<file path="src/rtl/ymc_ctrl.sv">
// ymc_ctrl: multi-cycle FETCH/DECODE/EXEC/MEM/WB sequencer that owns pc, IR and datapath controls.
// Build macro JAL_EN adds the jal instruction (opcode 0x03) and the Link output.
module ymc_ctrl #(
  parameter int            AW       = 32,
  parameter logic [AW-1:0] RESET_PC = AW'(128),
  parameter int            ICNT_W   = 16
) (
  input  logic              clk,
  input  logic              rst_n,
  input  logic              start,
  input  logic [31:0]       ins,
  input  logic              zero,
  input  logic [31:0]       imm,
  output logic [AW-1:0]     pc,
  output logic              RegDst,
  output logic              RegWrite,
  output logic              ALUSrc,
  output logic              MemRead,
  output logic              MemWrite,
  output logic              Mem2Reg,
  output logic [2:0]        op,
  output logic              halted,
  output logic              illegal,
  output logic [ICNT_W-1:0] icount
`ifdef JAL_EN
  ,
  output logic              Link
`endif
);

  typedef enum logic [2:0] {
    S_IDLE, S_FETCH, S_DECODE, S_EXEC, S_MEM, S_WB, S_HALT
  } state_t;

  typedef enum logic [2:0] {
    K_ILL, K_R, K_LW, K_SW, K_BEQ, K_ADDI, K_J, K_JAL
  } kind_t;

  state_t            state_reg, state_next;
  logic [AW-1:0]     pc_reg, pc_next;
  logic [31:0]       ir_reg, ir_next;
  logic [ICNT_W-1:0] icount_reg;
  logic              illegal_reg, illegal_next;
  logic              retire;

  kind_t             kind;
  logic [2:0]        alu_op;

  // Jump/branch targets are built in a wide space so any AW >= 28 works without slicing past pc.
  logic [AW+31:0]    pc_x, tgt_x, imm_x;
  logic [31:0]       target32;
  logic [AW-1:0]     jump_pc, br_pc;
  logic              unused_bits;

  assign pc_x        = {32'b0, pc_reg};
  assign target32    = {pc_x[31:28], ir_reg[25:0], 2'b00};
  assign tgt_x       = {{AW{1'b0}}, target32};
  assign jump_pc     = tgt_x[AW-1:0];
  assign imm_x       = {{AW{imm[31]}}, imm};
  assign br_pc       = pc_reg + {imm_x[AW-3:0], 2'b00};
  assign unused_bits = ^{pc_x[AW+31:32], pc_x[27:0], tgt_x[AW+31:AW], imm_x[AW+31:AW-2]};

  always_comb begin
    kind   = K_ILL;
    alu_op = 3'b010;
    case (ir_reg[31:26])
      6'h00: begin
        kind = K_R;
        case (ir_reg[5:0])
          6'h20:   alu_op = 3'b010;
          6'h22:   alu_op = 3'b110;
          6'h24:   alu_op = 3'b000;
          6'h25:   alu_op = 3'b001;
          6'h2A:   alu_op = 3'b111;
          default: kind   = K_ILL;
        endcase
      end
      6'h23: kind = K_LW;
      6'h2B: kind = K_SW;
      6'h04: begin
        kind   = K_BEQ;
        alu_op = 3'b110;
      end
      6'h08: kind = K_ADDI;
      6'h02: kind = K_J;
`ifdef JAL_EN
      6'h03: kind = K_JAL;
`endif
      default: kind = K_ILL;
    endcase
  end

  always_comb begin
    state_next   = state_reg;
    pc_next      = pc_reg;
    ir_next      = ir_reg;
    illegal_next = illegal_reg;
    retire       = 1'b0;
    RegDst       = 1'b0;
    RegWrite     = 1'b0;
    ALUSrc       = 1'b0;
    MemRead      = 1'b0;
    MemWrite     = 1'b0;
    Mem2Reg      = 1'b0;
    op           = 3'b000;
`ifdef JAL_EN
    Link         = 1'b0;
`endif
    case (state_reg)
      S_IDLE: if (start) state_next = S_FETCH;
      S_FETCH: begin
        ir_next    = ins;
        pc_next    = pc_reg + AW'(4);
        state_next = S_DECODE;
      end
      S_DECODE: begin
        case (kind)
          K_ILL: begin
            state_next   = S_HALT;
            illegal_next = 1'b1;
          end
          K_J: begin
            pc_next    = jump_pc;
            retire     = 1'b1;
            state_next = S_FETCH;
          end
          K_JAL: begin
            pc_next    = jump_pc;
            state_next = S_WB;
          end
          default: state_next = S_EXEC;
        endcase
      end
      S_EXEC: begin
        op     = alu_op;
        ALUSrc = (kind == K_LW) || (kind == K_SW) || (kind == K_ADDI);
        RegDst = (kind == K_R);
        if (kind == K_BEQ) begin
          retire     = 1'b1;
          state_next = S_FETCH;
          if (zero) pc_next = br_pc;
        end else if ((kind == K_LW) || (kind == K_SW)) begin
          state_next = S_MEM;
        end else begin
          state_next = S_WB;
        end
      end
      S_MEM: begin
        op       = alu_op;
        ALUSrc   = 1'b1;
        MemRead  = (kind == K_LW);
        MemWrite = (kind == K_SW);
        if (kind == K_SW) begin
          retire     = 1'b1;
          state_next = S_FETCH;
        end else begin
          state_next = S_WB;
        end
      end
      S_WB: begin
        RegWrite   = 1'b1;
        retire     = 1'b1;
        state_next = S_FETCH;
        // jal writes the link value only; no ALU result is involved.
        if (kind != K_JAL) begin
          op      = alu_op;
          ALUSrc  = (kind == K_LW) || (kind == K_ADDI);
          RegDst  = (kind == K_R);
          MemRead = (kind == K_LW);
          Mem2Reg = (kind == K_LW);
        end
`ifdef JAL_EN
        else begin
          Link = 1'b1;
        end
`endif
      end
      S_HALT: state_next = S_HALT;
      default: state_next = S_IDLE;
    endcase
  end

  always_ff @(posedge clk or negedge rst_n) begin
    if (!rst_n) state_reg <= S_IDLE;
    else        state_reg <= state_next;
  end

  always_ff @(posedge clk or negedge rst_n) begin
    if (!rst_n) begin
      pc_reg      <= RESET_PC;
      ir_reg      <= 32'b0;
      icount_reg  <= '0;
      illegal_reg <= 1'b0;
    end else begin
      pc_reg      <= pc_next;
      ir_reg      <= ir_next;
      illegal_reg <= illegal_next;
      if (retire && (icount_reg != '1)) icount_reg <= icount_reg + 1'b1;
    end
  end

  assign pc      = pc_reg;
  assign icount  = icount_reg;
  assign halted  = (state_reg == S_HALT);
  assign illegal = illegal_reg;

endmodule

</file>
<file path="config.mk">
export PLATFORM = sky130hd
export DESIGN_NAME = ymc_ctrl
export DESIGN_NICKNAME = d
export VERILOG_FILES = /design/src/rtl/ymc_ctrl.sv
export SDC_FILE = /design/constraint.sdc
export NUM_CORES = 1
export LEC_CHECK = 0
export ABC_CLOCK_PERIOD_IN_PS = 3700
export CAP_MARGIN = 40
export CORE_MARGIN = 2
export CORE_UTILIZATION = 41
export DETAILED_ROUTE_END_ITERATION = 8
export GPL_TIMING_DRIVEN = 0
export PLACE_DENSITY_LB_ADDON = 0.05
export SKIP_LAST_GASP = 1
export SYNTH_ARGS = -nofsm -noshare
export SYNTH_HDL_FRONTEND = slang
export SYNTH_SLANG_ARGS = --single-unit
export TNS_END_PERCENT = 5
</file>
<file path="constraint.sdc">
create_clock -name clk -period 3.7 [get_ports clk]
set_input_delay 0.74 -clock clk [delete_from_list [all_inputs] [get_ports clk]]
set_output_delay 0.74 -clock clk [all_outputs]
set_load 0.005 [all_outputs]
</file>
==> metrics.md, run 1 <==
| Metric | Value |
|---|---|
| Outcome | `finished, final reports clean` |
| Max reg flops | `32` |
| Largest net degree at the start of global routing | `57` |
| Peak VDD IR | `between 0.2 and 0.25 mV` |
| Slew Viols, Final | `0` |
| Final Skew | `0.00414 ns` |
| Total I/O pin count | `approximately 130` |
| Top FF cell, synth | `dfrtp_1` |
| Cell Rows | `42` |
| GRT Overall Usage | `22.0%` |
| Startpoint Class | `register` |
| Final Util | `about 56%` |
| Fmax | `279 MHz` |
| Pint | `0.00309 W` |
| Clock slew at reported path FFs | `about 0.060 ns` |
| Final #Nets | `850` |
| Unrepaired setup endpoints after global routing | `true` |
| Placed instance area | `approximately 7000 sq um` |
| CP endpoint kind | `register` |
| DRT Pass-1 Iters | `4` |
| Hpwl dp | `11.5 mm` |
| P_sw | `0.00206 W` |
| Post-synth EDFFs | `0` |
| Tmin final | `3.59 ns` |
| Fin. Hold Viols | `0` |
| Synth Register Bits | `82` |
| First-pass GRT wire length | `about 25 mm` |
| Gp weighted congestion | `0.925` |
| Max Cap Viol | `0` |
| Syn Std Cell Area | `5480 sq um` |
| Initial antenna violation count | `0` |
| Initial Utilization | `41.7%` |
| Ys async rst share | `between 90% and 100%` |
| Hold_ws | `about 0.3 ns` |
| Fin crit share | `roughly 97%` |
| CTS sink cnt | `82` |
| Vias in the first global route | `5002` |
| Hold buffers post-CTS | `0` |
| Hold WC Path Type | `in2async` |
| Critical path peak fanout | `6` |
| # DRC | `0` |
| Worst Tran Pin Value | `0.873 ns` |
| P_leak | `between 3 and 4 nW` |
| Routed vias/inst | `5.40` |
| Sequential share of power | `30.9%` |
| Clk root buf | `clkbuf_16` |
| Area of the core | `13100 sq um` |
| DRT iter0 DRCs | `301` |
| Drt wl/cell | `around 16 um` |
| Synth cell types | `63` |
| Clock power share | `between 10% and 20%` |
| CP required | `3.92 ns` |
| Drt total wl | `15.3 mm` |
| Die W | `between 100 and 150 um` |
| Diode count | `0` |
| Arr. time, crit path | `3.80 ns` |
| CTS tree | `done` |
| Final setup vio count | `0` |
| Total die area | `14300 sq um` |
| Die Height | `between 100 and 150 um` |
| Pwr dens | `698 nW/um^2` |
| Switching share of power | `40.0%` |
| Fin cells | `931` |
| Synth Instances | `just over 600` |
| Post-route ant nets | `0` |
| Share of cells above drive strength 1 | `12.5%` |
| Slew HR | `41.7%` |
| Deepest clock path buffer count | `2` |
| Layout area overhead | `34.6%` |
| TritonCTS Buffers | `9` |
| IO buf count | `about 120` |
| Post-Place Cells | `~910` |
| Syn avg cell area | `between 9 and 10 sq um` |
| Filler cells | `roughly 1200` |
| Sequential area share after synthesis | `37.4%` |
| Clock Latency Late Sink | `0.35 ns` |
| CTS H-tree lvls | `3` |
| Design area | `7380 sq um` |
| Yosys synthesis warning count | `0` |
| Crit Path Category | `reg2reg` |
| Global route overflow | `0` |
| Total number of vias | `~5000` |
| Logic pwr share | `about half` |
[cells in the final DEF (no fill, tap or decap), types with 5 or more instances in the layout]
cell type        instances
a21o_1                   9
a21oi_1                 50
and3_1                  34
buf_4                   11
clkbuf_1                17
clkbuf_16                9
clkbuf_2                 6
clkdlybuf4s50_1        121
dfrtp_1                 80
ha_1                    31
inv_1                   14
mux2_2                  32
mux2i_1                  9
nand2_1                 69
nand2b_1                 5
nand3_1                 18
nand4_1                  7
nor2_1                  38
nor3_1                  14
nor3b_1                  7
o21ai_0                 48
o221ai_1                 5
xnor2_1                 21
xor2_1                  15
[stage by stage]
stage / worst slack, ns / power [W] / setup TNS (ns)
floorplan: 0.485 / 0.00316 / 0
global placement: -1.23 / 0.00404 / -99.90
detailed placement: -0.248 / 0.00412 / -1.03
CTS: -0.0411 / 0.00511 / -0.0640
global route: -0.0841 / 0.00558 / -0.240
finish: 0.112 / 0.00515 / 0
[cell type report]
type / instances / area (sq um) / share of cell area [%]
inverters: 15 / 60.1 / 0.814
clock inverters: 5 / 78.8 / 1.07
clock buffers: 11 / 233 / 3.15
multi-input cells: 485 / 3300 / 44.7
plain buffers: 25 / 111 / 1.51
repair buffers: 132 / 1320 / 17.9
well taps: 176 / 220 / 2.99
flip-flops and latches: 82 / 2050 / 27.8
[routing by layer]
| layer | GRT usage (%) | up-vias | part of all wire (%) |
|---|---|---|---|
| li1 | - | 2468 | - |
| met3 | 3.56 | 18 | 4.5 |
| met1 | 30.8 | 2424 | 47 |
| met5 | 0 | - | 0 |
| met4 | 8.09 | 0 | 1.8 |
| met2 | 34.6 | 122 | 46 |
[path summary, 6_finish.rpt]
| check | start | endpoint | slack, ns | depth (start not counted) |
|---|---|---|---|---|
| min | rst_n | pc[31]$_DFFE_PN0P_ | 0.30 | 1 |
| min reg2reg | pc[31]$_DFFE_PN0P_ | pc[31]$_DFFE_PN0P_ | 0.46 | 1 |
| min in group clk | pc[31]$_DFFE_PN0P_ | pc[31]$_DFFE_PN0P_ | 0.46 | 1 |
| max | state_reg[1]$_DFFE_PN0P_ | pc[28]$_DFFE_PN0P_ | 0.11 | 15 |
| max reg2reg | state_reg[1]$_DFFE_PN0P_ | pc[28]$_DFFE_PN0P_ | 0.11 | 15 |
| max in group asynchronous | rst_n | pc[7]$_DFFE_PN1P_ | 2.75 | 2 |
[cell families (layout without fill, tap and decap cells)]
logic type / count (synthesis) / count (layout) / synth area share, %
and+or+nand+nor: 221 / 221 / 20.8
AOI/OAI and AO/OA: 150 / 150 / 16.4
DFF: 82 / 82 / 37.4
muxes: 41 / 41 / 8.22
buffers and inverters: 41 / 188 / 2.99
xor gates and xnor gates: 39 / 39 / 6.64
adders and majority gates: 32 / 32 / 7.44
other: 1 / 2 / 0.0684
[cell usage after synthesis (4+ instances only)]
master    instances  area share [%]
dfrtp_1          81              37
nand2_1          69             4.7
a21oi_1          52             4.7
o21ai_0          48             4.4
nor2_1           39             2.7
and3_1           34             3.9
mux2_2           32             6.6
ha_1             31             7.1
clkbuf_1         22             1.5
xnor2_1          21             3.4
nand3_1          18             1.6
inv_1            15             1.0
xor2_1           15             2.4
nor3_1           14             1.3
a21o_1            9             1.2
mux2i_1           9             1.6
nand4_1           7            0.80
nor3b_1           7            0.96
nand2b_1          5            0.57
o221ai_1          5            0.80
a31oi_1           4            0.46
and2_1            4            0.46
o21bai_1          4            0.55
or3_1             4            0.46
[critical path, stage by stage (launching register included)]
cell and delay (ns):
dfrtp_2 0.43, clkinvlp_4 0.17, nor2_4 0.19, and2_4 0.20, nand2b_1 0.06, ha_1 0.22, fa_1 0.43, a21oi_2 0.19
o211ai_1 0.13, a21oi_2 0.19, o22a_1 0.20, and2_4 0.18, o31ai_4 0.10, o41ai_1 0.39, mux2i_1 0.26, o311ai_1 0.12
[repair_timing]
item                       4_1_cts  5_1_grt
pin swaps                        1        3
resized for setup                4       16
setup endpoints to repair        7       13
gates cloned                     0        0
buffers inserted                 1        6
[power groups by stage]
stage | Clock, W | Sequential (W) | Combinational (W)
after floorplan | 0 | 0.00150 | 0.00166
after global placement | 0 | 0.00158 | 0.00246
after detailed placement | 0 | 0.00159 | 0.00254
after CTS | 0.000988 | 0.00158 | 0.00254
after global routing | 0.00103 | 0.00165 | 0.00290
final | 0.000966 | 0.00159 | 0.00259
Note: power is estimated with default switching activity, not from simulation.
==> run 2: changes to the inputs <==
--- a/config.mk
+++ b/config.mk
@@ -7,12 +7,15 @@
 export LEC_CHECK = 0
 export ABC_CLOCK_PERIOD_IN_PS = 3700
 export CAP_MARGIN = 40
+export CELL_PAD_IN_SITES_DETAIL_PLACEMENT = 0
+export CELL_PAD_IN_SITES_GLOBAL_PLACEMENT = 1
 export CORE_MARGIN = 2
-export CORE_UTILIZATION = 41
+export CORE_UTILIZATION = 38
 export DETAILED_ROUTE_END_ITERATION = 8
 export GPL_TIMING_DRIVEN = 0
 export PLACE_DENSITY_LB_ADDON = 0.05
 export SKIP_LAST_GASP = 1
+export SLEW_MARGIN = 10
 export SYNTH_ARGS = -nofsm -noshare
 export SYNTH_HDL_FRONTEND = slang
 export SYNTH_SLANG_ARGS = --single-unit
==> metrics.md, run 2 (synthesis results as in run 1) <==
| Metric | Value |
|---|---|
| GRT Overall Usage | `21.0% (was 22.0%)` |
| Filler cells | `1347 (was 1227)` |
| Final setup vio count | `0 (unchanged)` |
| Met2 routed WL | `7.23 mm (was 7.06 mm)` |
| Initial antenna violation count | `0 (unchanged)` |
| Share of cells above drive strength 1 | `12.6% (was 12.5%)` |
| Area of the core | `14000 sq um (was 13100 sq um)` |
| CP required | `3.92 ns (about the same)` |
| Register area | `2060 sq um (was 2050 sq um)` |
| Commonest cells after routing, fill and taps aside | `121 x clkdlybuf4s50_1, 79 x dfrtp_1, 69 x nand2_1 (was 121 x clkdlybuf4s50_1, 80 x dfrtp_1, 69 x nand2_1)` |
| IO buf count | `122 (unchanged)` |
| Area taken by multi-input logic gates | `3300 sq um (about the same)` |
| CTS sink cnt | `82 (unchanged)` |
| Final Util | `52.3% (was 56.2%)` |
| Commonest non-fill, non-tap cell in the layout | `clkdlybuf4s50_1 (unchanged)` |
| Die W | `124 um (was 120 um)` |
| Cell Rows | `43 (was 42)` |
| Slew HR | `56.1% (was 41.7%)` |
| Crit Path Category | `reg2reg (unchanged)` |
| CP endpoint kind | `register (unchanged)` |
| Initial Utilization | `39.2% (was 41.7%)` |
| Startpoint Class | `register (unchanged)` |
| FF-to-FF End | `pc[28]$_DFFE_PN0P_ (unchanged)` |
| First-pass GRT wire length | `24.8 mm (was 25.1 mm)` |
| Total die area | `15400 sq um (was 14300 sq um)` |
| Die Height | `124 um (was 120 um)` |
| Total I/O pin count | `127 (unchanged)` |
| Outcome | `finished, final reports clean (unchanged)` |
| TritonCTS Buffers | `9 (unchanged)` |
| CTS tree | `done (unchanged)` |
| Wire length on met3 | `715 um (was 694 um)` |
| Clock slew at reported path FFs | `0.06 ns (about the same)` |
| Layout area overhead | `33.5% (was 34.6%)` |
| Diode count | `0 (unchanged)` |
| Deepest clock path buffer count | `2 (unchanged)` |
| Unrepaired setup endpoints after global routing | `false (was true)` |
| Vias in the first global route | `4892 (was 5002)` |
| P_leak | `3.22 nW (was 3.27 nW)` |
| DRT Pass-1 Iters | `4 (unchanged)` |
| Fin. Hold Viols | `0 (unchanged)` |
| Hold WC Path Type | `in2async (unchanged)` |
| Slew Viols, Final | `0 (unchanged)` |
| Post-Place Cells | `914 (was 909)` |
| Max Cap Viol | `0 (unchanged)` |
| DRT met1 WL | `7.32 mm (was 7.27 mm)` |
| DRT iter0 DRCs | `242 (was 301)` |
| CTS H-tree lvls | `3 (unchanged)` |
| Peak VDD IR | `0.320 mV (was 0.244 mV)` |
| Final #Nets | `846 (was 850)` |
| Hpwl dp | `11.9 mm (was 11.5 mm)` |
| Total number of vias | `4971 (was 5032)` |
| Max reg flops | `32 (unchanged)` |
| Top Layer Used | `met4 (unchanged)` |
| Worst Tran Pin Value | `0.659 ns (was 0.873 ns)` |
| Final Skew | `0.00702 ns (was 0.00414 ns)` |
| Clock Latency Late Sink | `0.35 ns (about the same)` |
| Clk root buf | `clkbuf_16 (unchanged)` |
| Tmin final | `3.50 ns (was 3.59 ns)` |
| Global route overflow | `0 (unchanged)` |
| Drt total wl | `15.5 mm (was 15.3 mm)` |
| Drt wl/cell | `16.6 um (was 16.4 um)` |
| Fin crit share | `94.5% (was 97.0%)` |
| Post-route ant nets | `0 (unchanged)` |
| Routed vias/inst | `5.34 (was 5.40)` |
| R2R Setup Slk | `0.20 ns (was 0.11 ns)` |
| Total power | `0.00502 W (was 0.00515 W)` |
| Critical path peak fanout | `7 (was 6)` |
| # DRC | `0 (unchanged)` |
| Largest net degree at the start of global routing | `52 (was 57)` |
| Gp weighted congestion | `0.849 (was 0.925)` |
| Pwr dens | `686 nW/um^2 (was 698 nW/um^2)` |
| R2r startpoint | `state_reg[1]$_DFFE_PN0P_ (unchanged)` |
| Arr. time, crit path | `3.72 ns (was 3.80 ns)` |
| Fmax | `286 MHz (was 279 MHz)` |
| Worst r2r path cells | `15 (unchanged)` |
| Fin cells | `931 (unchanged)` |
-- run 2: cell type report --
cell class,count,share of cell area (%)
Clock inverter,6,0.667
Sequential cell,82,28.1
Clock buffer,10,3.26
Tap cell,180,3.08
Inverter,15,0.769
Buffer,25,1.56
Multi-Input combinational cell,485,45.0
Timing Repair Buffer,128,17.6
-- run 2: critical path, cell delays in order (launching register included) --
cell and delay [ns]:
dfrtp_2 0.43, inv_2 0.08, nor2_2 0.18, and2_2 0.23, nand2b_1 0.10, ha_1 0.23, fa_1 0.43, a21oi_2 0.22
o211ai_1 0.13, a21oi_2 0.17, o22a_1 0.20, and2_4 0.18, o31ai_4 0.08, o41ai_1 0.35, mux2i_1 0.24, o311ai_1 0.11
-- run 2: how the worst max path moves through the flow --
stage,start,endpoint,slack (ns),depth (start not counted)
CTS,state_reg[1]$_DFFE_PN0P_,pc[26]$_DFFE_PN0P_,-0.06,14
floorplan,state_reg[2]$_DFFE_PN0P_,pc[26]$_DFFE_PN0P_,0.49,15
global placement,rst_n,pc[11]$_DFFE_PN0P_,-1.20,1
detailed placement,state_reg[2]$_DFFE_PN0P_,pc[25]$_DFFE_PN0P_,-0.35,14
finish,state_reg[1]$_DFFE_PN0P_,pc[28]$_DFFE_PN0P_,0.20,15
global route,state_reg[1]$_DFFE_PN0P_,pc[26]$_DFFE_PN0P_,0.01,15
-- run 2: per-layer routing --
metal | global-route usage [%] | vias up
li1 | - | 2458
met4 | 6.18 | 0
met2 | 33.8 | 110
met3 | 3.89 | 14
met5 | 0 | -
met1 | 28.7 | 2389
-- run 2: what timing repair did --
action	4_1_cts	5_1_grt
pin swaps	1	4
endpoints found under the hold margin	0	0
endpoints found under the setup margin	9	11
hold buffers	0	0
resized for setup	6	18
buffers inserted	1	1
-- run 2: metrics by stage --
stage	hold slack [ns]	worst slack [ns]	setup TNS (ns)	cell area [sq um]
6_report	0.331	0.202	0	7320
5_1_grt	0.362	0.0102	0	7320
4_1_cts	0.338	-0.0614	-0.0614	7280
3_5_place_dp	0.463	-0.351	-1.53	6980
2_1_floorplan	0.444	0.485	0	5490
3_3_place_gp	0.456	-1.20	-98.13	6930
-- run 2: where the power goes --
group,leakage [nW],switching (W),internal (W)
registers,1.02,0.000352,0.00125
clock network,0.132,0.000402,0.000479
logic,2.07,0.00132,0.00122
==> run 3: changes to the inputs <==
--- a/config.mk
+++ b/config.mk
@@ -5,12 +5,12 @@
 export SDC_FILE = /design/constraint.sdc
 export NUM_CORES = 1
 export LEC_CHECK = 0
-export ABC_CLOCK_PERIOD_IN_PS = 3700
+export ABC_CLOCK_PERIOD_IN_PS = 4050
 export CAP_MARGIN = 40
 export CELL_PAD_IN_SITES_DETAIL_PLACEMENT = 0
 export CELL_PAD_IN_SITES_GLOBAL_PLACEMENT = 1
 export CORE_MARGIN = 2
-export CORE_UTILIZATION = 38
+export CORE_UTILIZATION = 41
 export DETAILED_ROUTE_END_ITERATION = 8
 export GPL_TIMING_DRIVEN = 0
 export PLACE_DENSITY_LB_ADDON = 0.05
==> constraint.sdc (replaced) <==
create_clock -name clk -period 4.05 [get_ports clk]
set_input_delay 0.81 -clock clk [delete_from_list [all_inputs] [get_ports clk]]
set_output_delay 0.81 -clock clk [all_outputs]
set_load 0.005 [all_outputs]
==> metrics.md, run 3 (synthesis results as in run 1) <==
| Metric | Value |
|---|---|
| Fin crit share | `92.6% (was 94.5%)` |
| Crit Path Category | `reg2reg (unchanged)` |
| Unrepaired setup endpoints after global routing | `true (was false)` |
| IO buf count | `122 (unchanged)` |
| Hold WC Path Type | `in2async (unchanged)` |
| Logic pwr share | `50.2% (was 50.6%)` |
| Die W | `120 um (was 124 um)` |
| Total power | `0.00461 W (was 0.00502 W)` |
| Crit-path most repeated cell | `a21oi_1 (was a21oi_2)` |
| CP required | `4.32 ns (was 3.92 ns)` |
| Total die area | `14300 sq um (was 15400 sq um)` |
| Commonest non-fill, non-tap cell in the layout | `clkdlybuf4s50_1 (unchanged)` |
| Final #Nets | `845 (was 846)` |
| Critical path peak fanout | `10 (was 7)` |
| Routed vias/inst | `5.39 (was 5.34)` |
| Worst Tran Pin Value | `0.687 ns (was 0.659 ns)` |
| Commonest cells after routing, fill and taps aside | `121 x clkdlybuf4s50_1, 81 x dfrtp_1, 69 x nand2_1 (was 121 x clkdlybuf4s50_1, 79 x dfrtp_1, 69 x nand2_1)` |
| Drt wl/cell | `16.5 um (was 16.6 um)` |
| Max Cap Viol | `0 (unchanged)` |
| Sequential share of power | `31.5% (was 31.9%)` |
| Initial antenna violation count | `0 (unchanged)` |
| Post-route ant nets | `0 (unchanged)` |
| Max reg flops | `32 (unchanged)` |
| Die Height | `120 um (was 124 um)` |
| P_sw | `0.00189 W (was 0.00208 W)` |
| Gp weighted congestion | `0.886 (was 0.849)` |
| Critical path cell sequence | `inv_1, nor2_2, clkbuf_2, and3_1, ha_1, a21oi_1, o21ai_0, o211ai_1, buf_4, nand4b_1, a21oi_1, o31ai_1, or3_1, a21oi_1, xor2_1 (was inv_2, nor2_2, and2_2, nand2b_1, ha_1, fa_1, a21oi_2, o211ai_1, a21oi_2, o22a_1, and2_4, o31ai_4, o41ai_1, mux2i_1, o311ai_1)` |
| Final Skew | `0.0103 ns (was 0.00702 ns)` |
| CTS tree | `done (unchanged)` |
| Worst path slowest cell | `dfrtp_1 (was dfrtp_2)` |
| First-pass GRT wire length | `24.7 mm (was 24.8 mm)` |
| # DRC | `0 (unchanged)` |
| Total I/O pin count | `127 (unchanged)` |
| Drt total wl | `15.2 mm (was 15.5 mm)` |
| Fmax | `267 MHz (was 286 MHz)` |
| Total number of vias | `4993 (was 4971)` |
| Clk root buf | `clkbuf_16 (unchanged)` |
| Final setup vio count | `0 (unchanged)` |
| Post-Place Cells | `910 (was 914)` |
| Cell Rows | `42 (was 43)` |
| Outcome | `finished, final reports clean (unchanged)` |
| Slew HR | `54.2% (was 56.1%)` |
| Clock power share | `18.3% (was 17.5%)` |
| Filler cells | `1256 (was 1347)` |
| Max stage delay on crit path | `0.45 ns (was 0.43 ns)` |
| DRT iter0 DRCs | `220 (was 242)` |
| Switching share of power | `40.9% (was 41.3%)` |
| Tmin final | `3.75 ns (was 3.50 ns)` |
| Arr. time, crit path | `4.02 ns (was 3.72 ns)` |
| Diode count | `0 (unchanged)` |
| Vias in the first global route | `4862 (was 4892)` |
| GRT Overall Usage | `21.9% (was 21.0%)` |
| Share of cells above drive strength 1 | `11.1% (was 12.6%)` |
| DRT Pass-1 Iters | `5 (was 4)` |
| P_leak | `3.21 nW (was 3.22 nW)` |
| Initial Utilization | `41.7% (was 39.2%)` |
| Clock Latency Late Sink | `0.35 ns (about the same)` |
| Peak VDD IR | `0.316 mV (was 0.320 mV)` |
| CP endpoint kind | `register (unchanged)` |
| Startpoint Class | `register (unchanged)` |
| Hpwl dp | `11.6 mm (was 11.9 mm)` |
| Layout area overhead | `33.0% (was 33.5%)` |
| TritonCTS Buffers | `9 (unchanged)` |
| Deepest clock path buffer count | `2 (unchanged)` |
| Global route overflow | `0 (unchanged)` |
| Fin cells | `926 (was 931)` |
| Area of the core | `13100 sq um (was 14000 sq um)` |
| Largest net degree at the start of global routing | `52 (unchanged)` |
| CTS sink cnt | `82 (unchanged)` |
| Fin. Hold Viols | `0 (unchanged)` |
| Clock slew at reported path FFs | `0.06 ns (about the same)` |
| Slew Viols, Final | `0 (unchanged)` |
| Pint | `0.00272 W (was 0.00295 W)` |
| CTS H-tree lvls | `3 (unchanged)` |
| Pwr dens | `632 nW/um^2 (was 686 nW/um^2)` |
[run 3: changes by cell type in the layout (fill, tap and decap cells not counted), moves of 2 or more]
cell / before / now
dfrtp_1: 79 / 81
a21oi_2: 4 / 2
dfrtp_2: 2 / 0
ha_1: 29 / 31
buf_4: 6 / 4
clkbuf_1: 15 / 19
ha_2: 2 / 0
a21oi_1: 49 / 51
[run 3: power groups by stage]
stage | Sequential (W) | Combinational [W] | Clock, W
after global routing | 0.00150 | 0.00258 | 0.000889
after floorplan | 0.00137 | 0.00151 | 0
after global placement | 0.00145 | 0.00225 | 0
after CTS | 0.00145 | 0.00233 | 0.000866
final | 0.00145 | 0.00231 | 0.000843
after detailed placement | 0.00146 | 0.00232 | 0
[run 3: metal layers]
metal  vias to the layer above  GRT usage, %  share of wire [%]
li1                       2449             -                  -
met1                      2407          29.7                 46
met2                       120          35.3                 48
met3                        17          4.42                4.5
met4                         0          6.69                1.5
met5                         -             0                  0
[run 3: critical path, delay by kind of cell, from the launching register on]
kind | cells | cell delay (ns)
XOR/XNOR | 1 | 0.16
adder cells (fa/ha/maj) | 1 | 0.26
AO/OA/AOI/OAI | 6 | 1.36
AND/OR/NAND/NOR | 4 | 0.82
flip-flops | 1 | 0.45
buffers and inverters | 3 | 0.64
[run 3: cell type report]
cell class | count | area, sq um | area share [%]
Buffer | 25 | 106 | 1.46
Clock buffer | 9 | 225 | 3.09
Clock inverter | 7 | 76.3 | 1.05
Inverter | 15 | 56.3 | 0.772
Multi-Input combinational cell | 485 | 3280 | 45.0
Sequential cell | 82 | 2050 | 28.1
Tap cell | 176 | 220 | 3.02
Timing Repair Buffer | 127 | 1270 | 17.5
[run 3: per-stage QoR]
step / util, % / hold slack, ns / cell area, sq um / worst slack (ns) / TNS, ns
floorplan: - / 0.465 / 5490 / 0.835 / 0
global placement: 52.7 / 0.455 / 6930 / -0.913 / -73.39
detailed placement: 53.1 / 0.458 / 6970 / 0.00265 / 0
CTS: 55.4 / 0.405 / 7280 / 0.0671 / 0
global route: 55.5 / 0.436 / 7290 / -0.0623 / -0.124
finish: 55.5 / 0.403 / 7290 / 0.298 / 0
[run 3: repair_timing]
action,in CTS,in global routing
hold buffers,0,0
endpoints found under the hold margin,0,0
resized for setup,1,6
endpoints found under the setup margin,1,7
pin swaps,0,1
cloned,0,0
buffers inserted,0,1
[run 3: final timing paths]
path | endpoint | slack (ns) | depth (start not counted) | startpoint
max reg2reg | pc[31]$_DFFE_PN0P_ | 0.30 | 15 | state_reg[1]$_DFFE_PN0P_
min | pc[30]$_DFFE_PN0P_ | 0.40 | 1 | rst_n
min in group clk | pc[31]$_DFFE_PN0P_ | 0.46 | 1 | pc[31]$_DFFE_PN0P_
min reg2reg | pc[31]$_DFFE_PN0P_ | 0.46 | 1 | pc[31]$_DFFE_PN0P_
max | pc[31]$_DFFE_PN0P_ | 0.30 | 15 | state_reg[1]$_DFFE_PN0P_
max in group asynchronous | pc[7]$_DFFE_PN1P_ | 2.99 | 2 | rst_n
